$ cat src/rtl/regbank_wb_arbiter_pkg.sv
// Shared constants, grant encoding and helpers for the register-bank write-back arbiter.
// Holds the bank geometry defaults and the requester index map used across the slice.
package regbank_wb_arbiter_pkg;

  localparam int unsigned DATA_W_DEF = 16;
  localparam int unsigned ADDR_W_DEF = 4;
  localparam int unsigned NREGS_DEF  = 16;

  // Requester slots in the request/grant vectors
  localparam int unsigned REQ_MEM = 0;
  localparam int unsigned REQ_ALU = 1;
  localparam int unsigned NREQ    = 2;

  localparam int unsigned STARVE_W = 4;
  localparam logic [STARVE_W-1:0] STARVE_MAX = '1;

  typedef enum logic [1:0] {
    GntNone,
    GntMem,
    GntAlu
  } gnt_e;

  function automatic logic [STARVE_W-1:0] sat_inc(input logic [STARVE_W-1:0] v);
    return (v == STARVE_MAX) ? v : v + 1'b1;
  endfunction

endpackage

$ cat src/rtl/regbank_wb_arbiter_scoreboard.sv
// Pending-write scoreboard: tracks reserved destinations, flags RAW hazards and
// latches a sticky error on reservation/commit protocol violations.
module regbank_wb_arbiter_scoreboard
  import regbank_wb_arbiter_pkg::*;
#(
  parameter int unsigned ADDR_W = ADDR_W_DEF,
  parameter int unsigned NREGS  = NREGS_DEF
) (
  input  logic              CLK,
  input  logic              RST,
  input  logic              alloc_valid,
  input  logic [ADDR_W-1:0] alloc_addr,
  input  logic              clr_valid,
  input  logic [ADDR_W-1:0] clr_addr,
  input  logic              byp_valid,
  input  logic [ADDR_W-1:0] byp_addr,
  input  logic [ADDR_W-1:0] rd_addr_a,
  input  logic [ADDR_W-1:0] rd_addr_b,
  output logic              hazard_a,
  output logic              hazard_b,
  output logic              sb_err
);

  logic [NREGS-1:0] pending_q, pending_d;
  logic             err_q, err_d;
  logic             alloc_conflict;
  logic             clr_unowned;

  // A same-edge commit frees the slot, so re-reserving it then is legal
  assign alloc_conflict = alloc_valid & pending_q[alloc_addr]
                        & ~(clr_valid & (clr_addr == alloc_addr));
  assign clr_unowned    = clr_valid & ~pending_q[clr_addr];

  always_comb begin
    pending_d = pending_q;
    if (clr_valid) begin
      pending_d[clr_addr] = 1'b0;
    end
    // Set after clear: the new reservation wins on a same-register collision
    if (alloc_valid) begin
      pending_d[alloc_addr] = 1'b1;
    end
    err_d = err_q | alloc_conflict | clr_unowned;
  end

  always_ff @(posedge CLK) begin
    if (RST) begin
      pending_q <= '0;
      err_q     <= 1'b0;
    end else begin
      pending_q <= pending_d;
      err_q     <= err_d;
    end
  end

  // Bypass term covers the cycle the bank is being written but still reads stale
  always_comb begin
    hazard_a = 1'b0;
    hazard_b = 1'b0;
    if (!RST) begin
      hazard_a = pending_q[rd_addr_a] | (byp_valid & (byp_addr == rd_addr_a));
      hazard_b = pending_q[rd_addr_b] | (byp_valid & (byp_addr == rd_addr_b));
    end
  end

  assign sb_err = err_q;

endmodule

$ cat src/rtl/regbank_wb_arbiter.sv
// Write-back arbiter for the 16x16 register bank: MEM/ALU share one write port,
// with ALU anti-starvation, a registered write stage and a RAW scoreboard.
module regbank_wb_arbiter
  import regbank_wb_arbiter_pkg::*;
#(
  parameter int unsigned DATA_W       = DATA_W_DEF,
  parameter int unsigned ADDR_W       = ADDR_W_DEF,
  parameter int unsigned NREGS        = NREGS_DEF,
  parameter int unsigned STARVE_LIMIT = 4
) (
  input  logic              CLK,
  input  logic              RST,
  input  logic              mem_valid,
  output logic              mem_ready,
  input  logic [ADDR_W-1:0] mem_addr,
  input  logic [DATA_W-1:0] mem_data,
  input  logic              alu_valid,
  output logic              alu_ready,
  input  logic [ADDR_W-1:0] alu_addr,
  input  logic [DATA_W-1:0] alu_data,
  input  logic              alloc_valid,
  input  logic [ADDR_W-1:0] alloc_addr,
  input  logic [ADDR_W-1:0] rd_addr_a,
  input  logic [ADDR_W-1:0] rd_addr_b,
  output logic              hazard_a,
  output logic              hazard_b,
  output logic              bank_wen,
  output logic [ADDR_W-1:0] bank_waddr,
  output logic [DATA_W-1:0] bank_wdata,
  output logic              sb_err
);

  localparam logic [STARVE_W-1:0] StarveLim = STARVE_W'(STARVE_LIMIT);

  logic [NREQ-1:0]     req;
  logic [NREQ-1:0]     gnt;
  gnt_e                gnt_sel;
  logic                force_alu;
  logic [ADDR_W-1:0]   gnt_addr;
  logic [DATA_W-1:0]   gnt_data;
  logic [STARVE_W-1:0] starve_q, starve_d;
  logic                wen_q;
  logic [ADDR_W-1:0]   waddr_q;
  logic [DATA_W-1:0]   wdata_q;

  assign req[REQ_MEM] = mem_valid;
  assign req[REQ_ALU] = alu_valid;

  assign force_alu = (starve_q >= StarveLim) & req[REQ_ALU];

  // MEM has priority unless the ALU has waited long enough
  always_comb begin
    gnt_sel = GntNone;
    if (!RST) begin
      if (req[REQ_MEM] && !force_alu) begin
        gnt_sel = GntMem;
      end else if (req[REQ_ALU]) begin
        gnt_sel = GntAlu;
      end
    end
  end

  always_comb begin
    gnt      = '0;
    gnt_addr = mem_addr;
    gnt_data = mem_data;
    unique case (gnt_sel)
      GntMem: begin
        gnt[REQ_MEM] = 1'b1;
      end
      GntAlu: begin
        gnt[REQ_ALU] = 1'b1;
        gnt_addr     = alu_addr;
        gnt_data     = alu_data;
      end
      default: ;
    endcase
  end

  assign mem_ready = gnt[REQ_MEM];
  assign alu_ready = gnt[REQ_ALU];

  always_comb begin
    starve_d = '0;
    if (req[REQ_ALU] && !gnt[REQ_ALU]) begin
      starve_d = sat_inc(starve_q);
    end
  end

  always_ff @(posedge CLK) begin
    if (RST) begin
      starve_q <= '0;
    end else begin
      starve_q <= starve_d;
    end
  end

  // Address/data hold their last value when no write is issued
  always_ff @(posedge CLK) begin
    if (RST) begin
      wen_q   <= 1'b0;
      waddr_q <= '0;
      wdata_q <= '0;
    end else begin
      wen_q <= |gnt;
      if (|gnt) begin
        waddr_q <= gnt_addr;
        wdata_q <= gnt_data;
      end
    end
  end

  assign bank_wen   = wen_q;
  assign bank_waddr = waddr_q;
  assign bank_wdata = wdata_q;

  regbank_wb_arbiter_scoreboard #(
    .ADDR_W (ADDR_W),
    .NREGS  (NREGS)
  ) u_scoreboard (
    .CLK         (CLK),
    .RST         (RST),
    .alloc_valid (alloc_valid),
    .alloc_addr  (alloc_addr),
    .clr_valid   (|gnt),
    .clr_addr    (gnt_addr),
    .byp_valid   (wen_q),
    .byp_addr    (waddr_q),
    .rd_addr_a   (rd_addr_a),
    .rd_addr_b   (rd_addr_b),
    .hazard_a    (hazard_a),
    .hazard_b    (hazard_b),
    .sb_err      (sb_err)
  );

endmodule

$ cat config.mk
export PLATFORM = sky130hd
export DESIGN_NAME = regbank_wb_arbiter
export DESIGN_NICKNAME = d
export VERILOG_FILES = /design/src/rtl/regbank_wb_arbiter_pkg.sv /design/src/rtl/regbank_wb_arbiter_scoreboard.sv /design/src/rtl/regbank_wb_arbiter.sv
export SDC_FILE = /design/constraint.sdc
export NUM_CORES = 1
export LEC_CHECK = 0
export CAP_MARGIN = 25
export CORE_MARGIN = 2
export CORE_UTILIZATION = 40
export DETAILED_ROUTE_END_ITERATION = 8
export PLACE_DENSITY = 0.7
export SYNTH_ARGS = -nofsm -noshare
export SYNTH_HDL_FRONTEND = slang
export SYNTH_SLANG_ARGS = --single-unit
export TNS_END_PERCENT = 30
$ cat constraint.sdc
create_clock -name CLK -period 6.9 [get_ports CLK]
set_clock_uncertainty 0.2 [all_clocks]
set_input_delay 1.035 -clock CLK [delete_from_list [all_inputs] [get_ports CLK]]
set_output_delay 1.035 -clock CLK [all_outputs]
set_load 0.02 [all_outputs]
======== Word-level counts from Yosys, hierarchy flattened ========
Cells that the tools add are included.
Widths: inputs -> output; s select.
storage, ports and cells
  flip-flop bits (word level) ............. 42
  bits of input ports ..................... 57
  output and inout bits ................... 26
  logic and storage cells ................. 68
cells by class
  add/subtract/negate cells ............... 1
  order comparisons ....................... 7
  equal/unequal tests ..................... 6
  muxes and demuxes ....................... 23
  bitwise operators ....................... 17
  reduce and logical (&&, ||, !) cells .... 8
operator list
  cell                 count
  $mux 16              3
  $lt 4x5->1 const B   4
  $and 16x16->16       1
  $bmux 1 s4           4
  $not 16->16          1
  $or 16x16->16        1
  $eq 4x4->1           3
  $mux 1               10
  $demux 1 s4          2
  $ge 4x1->1 const B   2
  $and 1x1->1          7
  $mux 2               3
  $add 4x1->4 const B  1
  $eq 4x4->1 const B   1
  $ge 4x3->1 const B   1
  $logic_and 1x1->1    4
  $mux 4               1
  $or 1x1->1           4
  $reduce_or 2->1      2
  $not 1->1            3
  $eq 2x1->1 const B   1
  $eq 2x2->1 const B   1
  $logic_not 1->1      2

======== Depth between registers and ports, before layout ========
  word-level depth ........................ 17
  mapped depth ............................ 12
  mapped depth without buffers ............ 9

======== Cells and area by module ========
A second synthesis with hierarchy kept.
unflattened totals
  cells, all modules ...................... 266
  area total of the unflattened synthesis .. 2621.3 um^2
by module, submodules not included
  module                         times used  cells an instance  area each (um^2)  sequential area each (um^2)
  regbank_wb_arbiter_scoreboard  1           146                1365.1            340.3
  regbank_wb_arbiter             1           120                1256.2            500.5

======== Worst setup path before layout ========
Ideal clock, no wire load.
  kind .................................... input port to output port
  start ................................... input rd_addr_a[0]
  end ..................................... output hazard_a
  data arrival time ....................... 2.370 ns
  data required time ...................... 5.665 ns
  path slack .............................. 3.295 ns
  cell stages on the path ................. 5
  path buffers ............................ 1
  cell sequence ........................... buf_6 -> mux4_1 -> mux4_2 -> a31oi_1 -> nor2_1
on the way
  word-level cells in the longest chain between the ends .. 4
RTL lines
  element                                                             RTL line                             RTL
  from (decl)                                                         regbank_wb_arbiter.sv:23             input logic [ADDR_W-1:0] rd_addr_a,
  $bmux 1 s4 / $eq 4x4->1 (equally long branches)                     regbank_wb_arbiter_scoreboard.sv:61  hazard_a = pending_q[rd_addr_a] | (byp_valid & (byp_addr == rd_addr_a));
  $mux 1 (not written as such) / $and 1x1->1 (equally long branches)  regbank_wb_arbiter_scoreboard.sv:61
  $or 1x1->1 *                                                        regbank_wb_arbiter_scoreboard.sv:61
  $mux 1 *                                                            regbank_wb_arbiter_scoreboard.sv:60  if (!RST) begin
  to (decl)                                                           regbank_wb_arbiter.sv:25             output logic hazard_a,
Every way passes the cells marked *; elsewhere a longest branch is shown, timed or not. The select of a mux whose other input is x is not followed.

======== Worst setup path after layout ========
  start ................................... input rd_addr_b[0]
  end ..................................... output hazard_b
on the way
  word-level cells in the longest chain between the ends .. 4
RTL lines
  element                                                             RTL line                             RTL
  from (decl)                                                         regbank_wb_arbiter.sv:24             input logic [ADDR_W-1:0] rd_addr_b,
  $bmux 1 s4 / $eq 4x4->1 (equally long branches)                     regbank_wb_arbiter_scoreboard.sv:62  hazard_b = pending_q[rd_addr_b] | (byp_valid & (byp_addr == rd_addr_b));
  $mux 1 (not written as such) / $and 1x1->1 (equally long branches)  regbank_wb_arbiter_scoreboard.sv:62
  $or 1x1->1 *                                                        regbank_wb_arbiter_scoreboard.sv:62
  $mux 1 *                                                            regbank_wb_arbiter_scoreboard.sv:60
  to (decl)                                                           regbank_wb_arbiter.sv:26             output logic hazard_b,
Marked as above.

==> impl_metrics.ini <==
[run_status]
outcome = complete, no violations

[hold_path]
hp-class = flop to flop

[place]
port_buffers = 82
preCtsSetupSlack_ps = 2070
gp_congestion = 0.895
hpwl_um = 5360

[timing]
post-route-min-period_ps = 4770
slew_viol_final = 0
worst_slew_pin_slew_ps = 1000
rsz0062_at_grt = no
hold_viol_final = 0
fmax_mhz = 210
min_period_over_period_pct = 69.1
setup_tns_ps = 0
finalSetupViolations = 0
timing.final.ws_setup_ps = 2130
slew_headroom_pct = 31.2

[finish]
layout-drive-gt1-share_pct = 6.94
diodes = 0
fin_nets = 419
fill_cells = 587
syn_to_final_growth_pct = 36.1

[critical_path]
cp-start-kind = input port
critPathMaxFanout = 5
worst_ep_required_time_ps = 5660
setup.worst_path.end_class = output port
crit_type = input port to output port
crit_arrival_ps = 3530

[logic_synthesis]
synth-seq-area-share_pct = 32.6
ys_seq_elements = 42
syn-instance-count = 287
synth_cell_types = 36
synth_top_cell_by_area = dfxtp_1
yosys-top-cells-count = 51 x nor2_1, 42 x dfxtp_1, 35 x a21oi_1
avgSynthCellArea_um2 = 8.99
synth_edf_count = 0
synth.most_common_cell = nor2_1
async_flop_share_pct = 0
synth_nets = 347
ys_warn_count = 0
yosys.area.top_type_share_pct = 32.6
synth_top_cells_by_area = dfxtp_1 33%, mux2i_1 9.3%, mux4_1 8.1%
ys.flop_type = dfxtp_1
netlist_area_mm2 = 0.00258

[die]
coreArea_mm2 = 0.00628
std_cell_rows = 29
fp.dieW_um = 84.3
start_util_pct = 41.1
die_height_um = 84.3
die-area_mm2 = 0.00711
ios = 83

[route]
drc = 0
wl_met1_um = 3060
dr_wl_met2_um = 3270
top_layer = met4
wl_per_cell_um = 16.1
drtAntennaViolNets = 0
dr.pass1.iters = 4
drt_first_iter_violations = 249
wirelength_um = 7020
num_vias = 2431
wl_met3_um = 593
viasPerCell = 5.56

[global_route]
grt_usage_pct = 19.9
grt-ovfl-total = 0
antenna_found_initial = 0
first_global_vias = 2352
grt_max_degree = 45
grt_pass1_wl_um = 11500

[clock_tree]
clk_pin_slew_worst_paths_ps = 70
clock_sinks = 42
htreeDepth = 2
numCtsBuffers = 5
clock_latency_ps = 290
holdBufCountCts = 0
root_buffer = clkbuf_8
cts_tree = built
postCtsSetupRepairBufs = 0
ctsResizeCount = 0
clock_path_buffers = 2

[power_and_ir_drop]
power_density_mw_per_mm2 = 173
p_leak_nw = 1.29
ir_drop_mv = 0.0966

[job]
cap_violations = 0
[report_power, final]
group          internal [mW]  total, mW  switching (mW)
clock network          0.108      0.195          0.0874
registers              0.254      0.265          0.0102
logic                 0.0775      0.147          0.0699
[registers in the layout, summed over array words and instances (netlist names)]
| register | flops |
|---|---|
| bank_waddr | 4 |
| u_scoreboard.pending_q | 16 |
| bank_wen | 1 |
| starve_q | 4 |
| u_scoreboard.sb_err | 1 |
| bank_wdata | 16 |
[final timing paths]
path / to / depth (start not counted) / slack, ps / start
worst max-delay path: hazard_b / 6 / 2130 / rd_addr_b[0]
worst max register to register: u_scoreboard.sb_err$_SDFF_PP0_ / 9 / 3660 / starve_q[2]$_SDFFE_PP0P_
worst min register to register: bank_wdata[15]$_SDFFE_PP0N_ / 2 / 290 / bank_wdata[15]$_SDFFE_PP0N_
worst min-delay path: bank_wdata[15]$_SDFFE_PP0N_ / 2 / 290 / bank_wdata[15]$_SDFFE_PP0N_
[through the flow]
stage | instance area [um^2] | hold WS [ps] | std cells | power, mW | util, %
6_report | 3510 | 292 | 437 | 0.607 | 55.9
5_1_grt | 3510 | 326 | 437 | 0.635 | 55.9
4_1_cts | 3510 | 298 | 437 | 0.612 | 55.9
3_5_place_dp | 3400 | 279 | 429 | 0.417 | 54.2
3_3_place_gp | 3400 | 267 | 429 | 0.415 | 54.2
2_1_floorplan | 2580 | 276 | 287 | 0.350 | -
[layout make-up]
class                           instances  area (um^2)  share of cell area, %
Sequential cell                        42          841                   23.9
Multi-Input combinational cell        222         1610                   45.8
Timing Repair Buffer                   85          843                   24.0
Clock buffer                            6         72.6                   2.07
Tap cell                               77         96.3                   2.74
Inverter                                3         11.3                  0.321
Clock inverter                          2         37.5                   1.07
[cells in the final DEF, fill, tap and decap left out, drive strengths merged]
master	Yosys	final
dfxtp	42	42
buf	9	3
nand2b	2	2
o2111ai	1	1
nor2	51	51
nor3	4	4
or2	2	2
ha	3	3
nand3b	1	1
a211oi	1	1
xor2	7	7
a32oi	2	2
nor2b	4	4
nand3	8	8
clkdlybuf4s50	0	82
mux2i	24	24
o32ai	1	1
clkbuf	10	6
mux2	5	5
a21oi	35	35
a311oi	1	1
bufinv	0	1
o21ai	17	17
clkinvlp	0	1
or3	2	2
nand2	19	19
mux4	16	16
a21o	1	1
inv	3	3
nor4	1	1
xnor2	6	6
o31ai	1	1
nor3b	2	2
and3	1	1
a31oi	4	4
[metal layers]
layer  up-vias  track usage, %
met4         0            5.92
met3        14            5.51
met1      1132            26.1
li1       1180               -
met2       105            32.3
met5         -               0
[worst max-delay path: stages]
cell             delay, ps
clkdlybuf4s50_1        630
mux4_1                 650
mux4_2                 480
a31oi_1                150
nor2_1                  50
clkdlybuf4s50_1        540
[cells by family (layout without fill, tap and decap cells)]
kind of cell    count (synthesis)  after routing  synth area share (%)
flops                          42             42                  32.6
xor+xnor                       13             13                  4.41
fa+ha+maj                       3              3                  1.45
compound gates                 64             64                  13.6
simple gates                   97             97                  16.3
mux                            45             45                  26.6
buf+inv                        23             96                  5.04
Note: power is estimated with default switching activity, not from simulation.
==> RTL change 1 (same settings) <==
`ADDR_W_DEF`: 4 -> 5.
--- a/src/rtl/regbank_wb_arbiter_pkg.sv
+++ b/src/rtl/regbank_wb_arbiter_pkg.sv
@@ -4,5 +4,5 @@
 
   localparam int unsigned DATA_W_DEF = 16;
-  localparam int unsigned ADDR_W_DEF = 4;
+  localparam int unsigned ADDR_W_DEF = 5;
   localparam int unsigned NREGS_DEF  = 16;
 
Interface: changed (6 resized); port bits go from 83 to 89. The function was not compared with the original's and may differ.
==> RTL change 1 against the original RTL <==
Area after synthesis increased by 9.6%. Critical endpoint is now alu_ready. Design area rose by 8.9%. Final cell count increased by 13%. Routed wire length is 10% higher. Highest routed layer unchanged. Power is 2.1% lower. Worst setup slack got worse by 0.029 ns. Sequential cell count increased by 1. Die area is 9.1% higher. Register-to-register slack worse by 0.15 ns. First-iteration DRC count is 8.8% lower.
==> RTL change 1: results (changes against the original RTL) <==
set qor(max-slew-margin-rel) 0.371 ;# was 0.312
set qor(m1WireLength_um) 3320 ;# was 3060 um
set qor(synthesis.area_um2) 2830 ;# was 2580 um2
set qor(layout.buffer.nonclock.area_share) 0.232 ;# was 0.240
set qor(global_route.usage.met2) 0.331 ;# was 0.323
set qor(share_clk_of_total_power) 0.279 ;# was 0.322
set qor(grt.total_usage) 0.195 ;# was 0.199
set qor(swShare) 0.303 ;# was 0.276
set qor(post_synth_most_frequent_cells) {sky130_fd_sc_hd__nor2_1 (53), sky130_fd_sc_hd__dfxtp_1 (43), sky130_fd_sc_hd__a21oi_1 (39), sky130_fd_sc_hd__mux2i_1 (23), sky130_fd_sc_hd__nand2_1 (21)} ;# was sky130_fd_sc_hd__nor2_1 (51), sky130_fd_sc_hd__dfxtp_1 (42), sky130_fd_sc_hd__a21oi_1 (35), sky130_fd_sc_hd__mux2i_1 (24), sky130_fd_sc_hd__nand2_1 (19)
set qor(met2RoutedLength_um) 3800 ;# was 3270 um
set qor(outcome) {complete, no violations} ;# unchanged
set qor(final-instance-count-excl-fill) 494 ;# was 437
set qor(dp_slack_ns) 2.11 ;# was 2.07 ns
set qor(syn_avg_cell_area_um2) 8.79 ;# was 8.99 um2
set qor(peakVddDrop_uv) 78.7 ;# was 96.6 uV
set qor(nMultiInputCombCells) 255 ;# was 222
set qor(nFillCells) 621 ;# was 587
set qor(grt_pass1_vias) 2388 ;# was 2,352
set qor(cp_data_arrival_time_ns) 3.56 ;# was 3.53 ns
set qor(area.growth.synth_to_final_pct) 35.2 ;# was 36.1%
set qor(p_leak_nw) 1.37 ;# was 1.29 nW
set qor(synthesized_net_count) 387 ;# was 347
set qor(num-nonclk-buffers) 89 ;# was 85
set qor(cellPowerDensity_nw_per_um2) 155 ;# was 173 nW/um2
set qor(wirelength_um) 7720 ;# was 7020 um
set qor(detail_route.iter0.violations) 227 ;# was 249
set qor(wl_met3_um) 510 ;# was 593 um
set qor(sh_seq_area) 0.225 ;# was 0.239
set qor(synth_seq_area_share) 0.304 ;# was 0.326
set qor(route.detailed.vias_per_inst) 5.37 ;# was 5.56
set qor(global_route.usage.met3) 0.0358 ;# was 0.0551
set qor(seq_cells) 43 ;# was 42
set qor(critPathSlowestCell) {sky130_fd_sc_hd__ha_2} ;# was sky130_fd_sc_hd__mux4_1
set qor(multi_input_comb_area_um2) 1850 ;# was 1610 um2
set qor(clk_pin_slew_ns) 0.09 ;# was 0.07 ns
set qor(gr_layer_usage_met1) 0.253 ;# was 0.261
[RTL change 1: kinds of logic (layout without fill, tap and decap cells)]
kind of cell | count (synthesis) | in the layout | share of synthesized area
multiplexers | 44 | 44 | 0.239
AO/OA/AOI/OAI | 70 | 70 | 0.134
adder cells (fa/ha/maj) | 3 | 3 | 0.0133
AND/OR/NAND/NOR | 122 | 122 | 0.218
buffers and inverters | 24 | 100 | 0.0416
flip-flops | 43 | 43 | 0.304
XOR/XNOR | 16 | 16 | 0.0495
[RTL change 1: worst paths after layout]
| kind | from | endpoint | cells past startpoint | slack, ns |
|---|---|---|---|---|
| max | RST | alu_ready | 6 | 2.10 |
| min | bank_wdata[12] | bank_wdata[12] | 2 | 0.29 |
| max reg2reg | starve_q[2] | u_scoreboard.sb_err | 9 | 3.51 |
| min reg2reg | bank_wdata[12] | bank_wdata[12] | 2 | 0.29 |
==> RTL change 2 (config.mk and constraints unchanged) <==
Made on the original files. `pending_q` no longer has a reset.
--- a/src/rtl/regbank_wb_arbiter_scoreboard.sv
+++ b/src/rtl/regbank_wb_arbiter_scoreboard.sv
@@ -46,10 +46,12 @@
   always_ff @(posedge CLK) begin
     if (RST) begin
-      pending_q <= '0;
       err_q     <= 1'b0;
     end else begin
-      pending_q <= pending_d;
       err_q     <= err_d;
     end
+  end
+
+  always_ff @(posedge CLK) begin
+    pending_q <= pending_d;
   end
 
Formal check against the unedited RTL: not equivalent (Yosys sat finds a counterexample within 4 cycles, from zero or initial values and one cycle with RST high).
==> RTL change 2 against the original RTL <==
Worst setup slack lost 0.071 ns. Via count decreased by 1.7%. Design area decreased by 1.7%. Area after synthesis fell by 3.6%. Power is 19% higher. Sequential cell count is the same. Non-clock buffer count did not move. Count of clock-buffer cells in the layout did not move. Highest routed layer unchanged. Routed wire length increased by 2.9%. Largest cell class unchanged. Global-route usage grew 0.25 points.
==> RTL change 2: results (changes against the original RTL) <==
set qor(place.gp.congestion) 0.924 ;# was 0.895
set qor(finalCritPeriodShare) 0.701 ;# was 0.691
set qor(p_int_mw) 0.489 ;# was 0.440 mW
set qor(num-nets-final) 411 ;# was 419
set qor(cp_data_arrival_time_ns) 3.61 ;# was 3.53 ns
set qor(pin_count_of_the_biggest_net_entering_global_routing) 33 ;# was 45
set qor(synth_top_cell_area_share) 0.338 ;# was 0.326
set qor(placed_cells_incl_taps) 419 ;# was 429
set qor(final_design_area_no_fill_um2) 3450 ;# was 3510 um2
set qor(synth_seq_area_share) 0.338 ;# was 0.326
set qor(wire_length_of_the_first_global_routing_pass_um) 11200 ;# was 11,500 um
set qor(nFillCells) 539 ;# was 587
set qor(p_leak_nw) 1.25 ;# was 1.29 nW
set qor(route.detailed.vias_per_inst) 5.59 ;# was 5.56
set qor(crit_type) {input port to output pin} ;# unchanged
set qor(hold_path_startpoint) {bank_wdata[12]} ;# was bank_wdata[15]
set qor(worst_pin_slew_ns) 0.638 ;# was 1.00 ns
set qor(peakVddDrop_uv) 103 ;# was 96.6 uV
set qor(grt_pass1_vias) 2195 ;# was 2,352
set qor(outcome) {complete, no violations} ;# unchanged
set qor(detail_route.iter0.violations) 203 ;# was 249
set qor(r2r_setup_slk_ns) 3.34 ;# was 3.66 ns
set qor(synth.area.top_cells) {sky130_fd_sc_hd__dfxtp_1 (34%), sky130_fd_sc_hd__mux4_2 (14%), sky130_fd_sc_hd__mux2i_1 (8.8%), sky130_fd_sc_hd__nor2_1 (7.2%), sky130_fd_sc_hd__a21oi_1 (4.0%)} ;# was sky130_fd_sc_hd__dfxtp_1 (33%), sky130_fd_sc_hd__mux2i_1 (9.3%), sky130_fd_sc_hd__mux4_1 (8.1%), sky130_fd_sc_hd__nor2_1 (7.4%), sky130_fd_sc_hd__mux4_2 (7.0%)
set qor(wirelength_um) 7220 ;# was 7020 um
set qor(min_to) {bank_wdata[12]} ;# was bank_wdata[15]
set qor(post_synth_most_frequent_cells) {sky130_fd_sc_hd__nor2_1 (48), sky130_fd_sc_hd__dfxtp_1 (42), sky130_fd_sc_hd__mux2i_1 (22), sky130_fd_sc_hd__a21oi_1 (20), sky130_fd_sc_hd__o21ai_1 (19)} ;# was sky130_fd_sc_hd__nor2_1 (51), sky130_fd_sc_hd__dfxtp_1 (42), sky130_fd_sc_hd__a21oi_1 (35), sky130_fd_sc_hd__mux2i_1 (24), sky130_fd_sc_hd__nand2_1 (19)
set qor(yosys.cell_types.count) 40 ;# was 36
set qor(dp_slack_ns) 2.02 ;# was 2.07 ns
set qor(reg2regPathDepth) 10 ;# was 9
set qor(final_layout_size_suffix_gt1_frac) 0.0881 ;# was 0.0694
set qor(synthesized_net_count) 333 ;# was 347
set qor(syn_avg_cell_area_um2) 9.12 ;# was 8.99 um2
set qor(vias) 2389 ;# was 2,431
set qor(detailed_place_hpwl_um) 5450 ;# was 5360 um
set qor(post_dp_cell_area_um2) 3370 ;# was 3400 um2
set qor(grt.total_usage) 0.202 ;# was 0.199
set qor(drc) 0 ;# unchanged
set qor(cp_max_fanout) 26 ;# was 5
RTL change 2: changes by cell type in the layout (fill, tap and decap cells not counted), sizes merged, moves of 3 or more:
cell    delta
nand3      -3
a22oi      +3
nand2b     +4
nor2       -3
nand2     -14
o21ai     +16
a21oi     -15
RTL change 2: cell type report:
type | count | area share
Clock buffer | 6 | 0.0210
Inverter | 5 | 0.00544
Timing Repair Buffer | 85 | 0.244
Sequential cell | 42 | 0.244
Clock inverter | 2 | 0.00399
Tap cell | 75 | 0.0272
Multi-Input combinational cell | 212 | 0.455
RTL change 2: worst max-delay path by stage:
stage,start,end,cells after the start
floorplan,rd_addr_b[0],hazard_b,5
global placement,RST,alu_ready,8
detailed placement,RST,u_scoreboard.sb_err,12
CTS,RST,alu_ready,8
global route,RST,alu_ready,8
finish,RST,alu_ready,8
RTL change 2: logic make-up (layout without fill, tap and decap cells):
family,Yosys count,count (layout),share of synthesized area
AND/OR/NAND/NOR,85,85,0.159
AO/OA/AOI/OAI,69,69,0.156
multiplexers,42,42,0.254
flip-flops,42,42,0.338
buffers and inverters,19,98,0.0317
XOR/XNOR,13,13,0.0458
adder cells (fa/ha/maj),3,3,0.0151
RTL change 2: worst max-delay path, stage by stage:
cell and delay [ns]:
sky130_fd_sc_hd__clkdlybuf4s50_1 0.40, sky130_fd_sc_hd__buf_4 0.22, sky130_fd_sc_hd__nand2b_1 0.19, sky130_fd_sc_hd__a21o_1 0.18
sky130_fd_sc_hd__inv_2 0.05, sky130_fd_sc_hd__ha_1 0.44, sky130_fd_sc_hd__buf_4 0.41, sky130_fd_sc_hd__clkdlybuf4s50_1 0.67
RTL change 2: power groups by stage:
| stage | clock [mW] | sequential [mW] | combinational (mW) |
|---|---|---|---|
| 2_1_floorplan | 0 | 0.323 | 0.140 |
| 3_3_place_gp | 0 | 0.331 | 0.230 |
| 3_5_place_dp | 0 | 0.333 | 0.235 |
| 5_1_grt | 0.171 | 0.333 | 0.254 |
| 6_report | 0.156 | 0.330 | 0.236 |
| 4_1_cts | 0.160 | 0.327 | 0.236 |
RTL change 2: metal layers:
metal / up-vias / GRT usage / share of wire
met5: - / 0 / 0
met4: 0 / 0.0358 / 0.0079
met3: 5 / 0.0437 / 0.074
met2: 90 / 0.323 / 0.48
met1: 1138 / 0.284 / 0.43
li1: 1156 / - / -
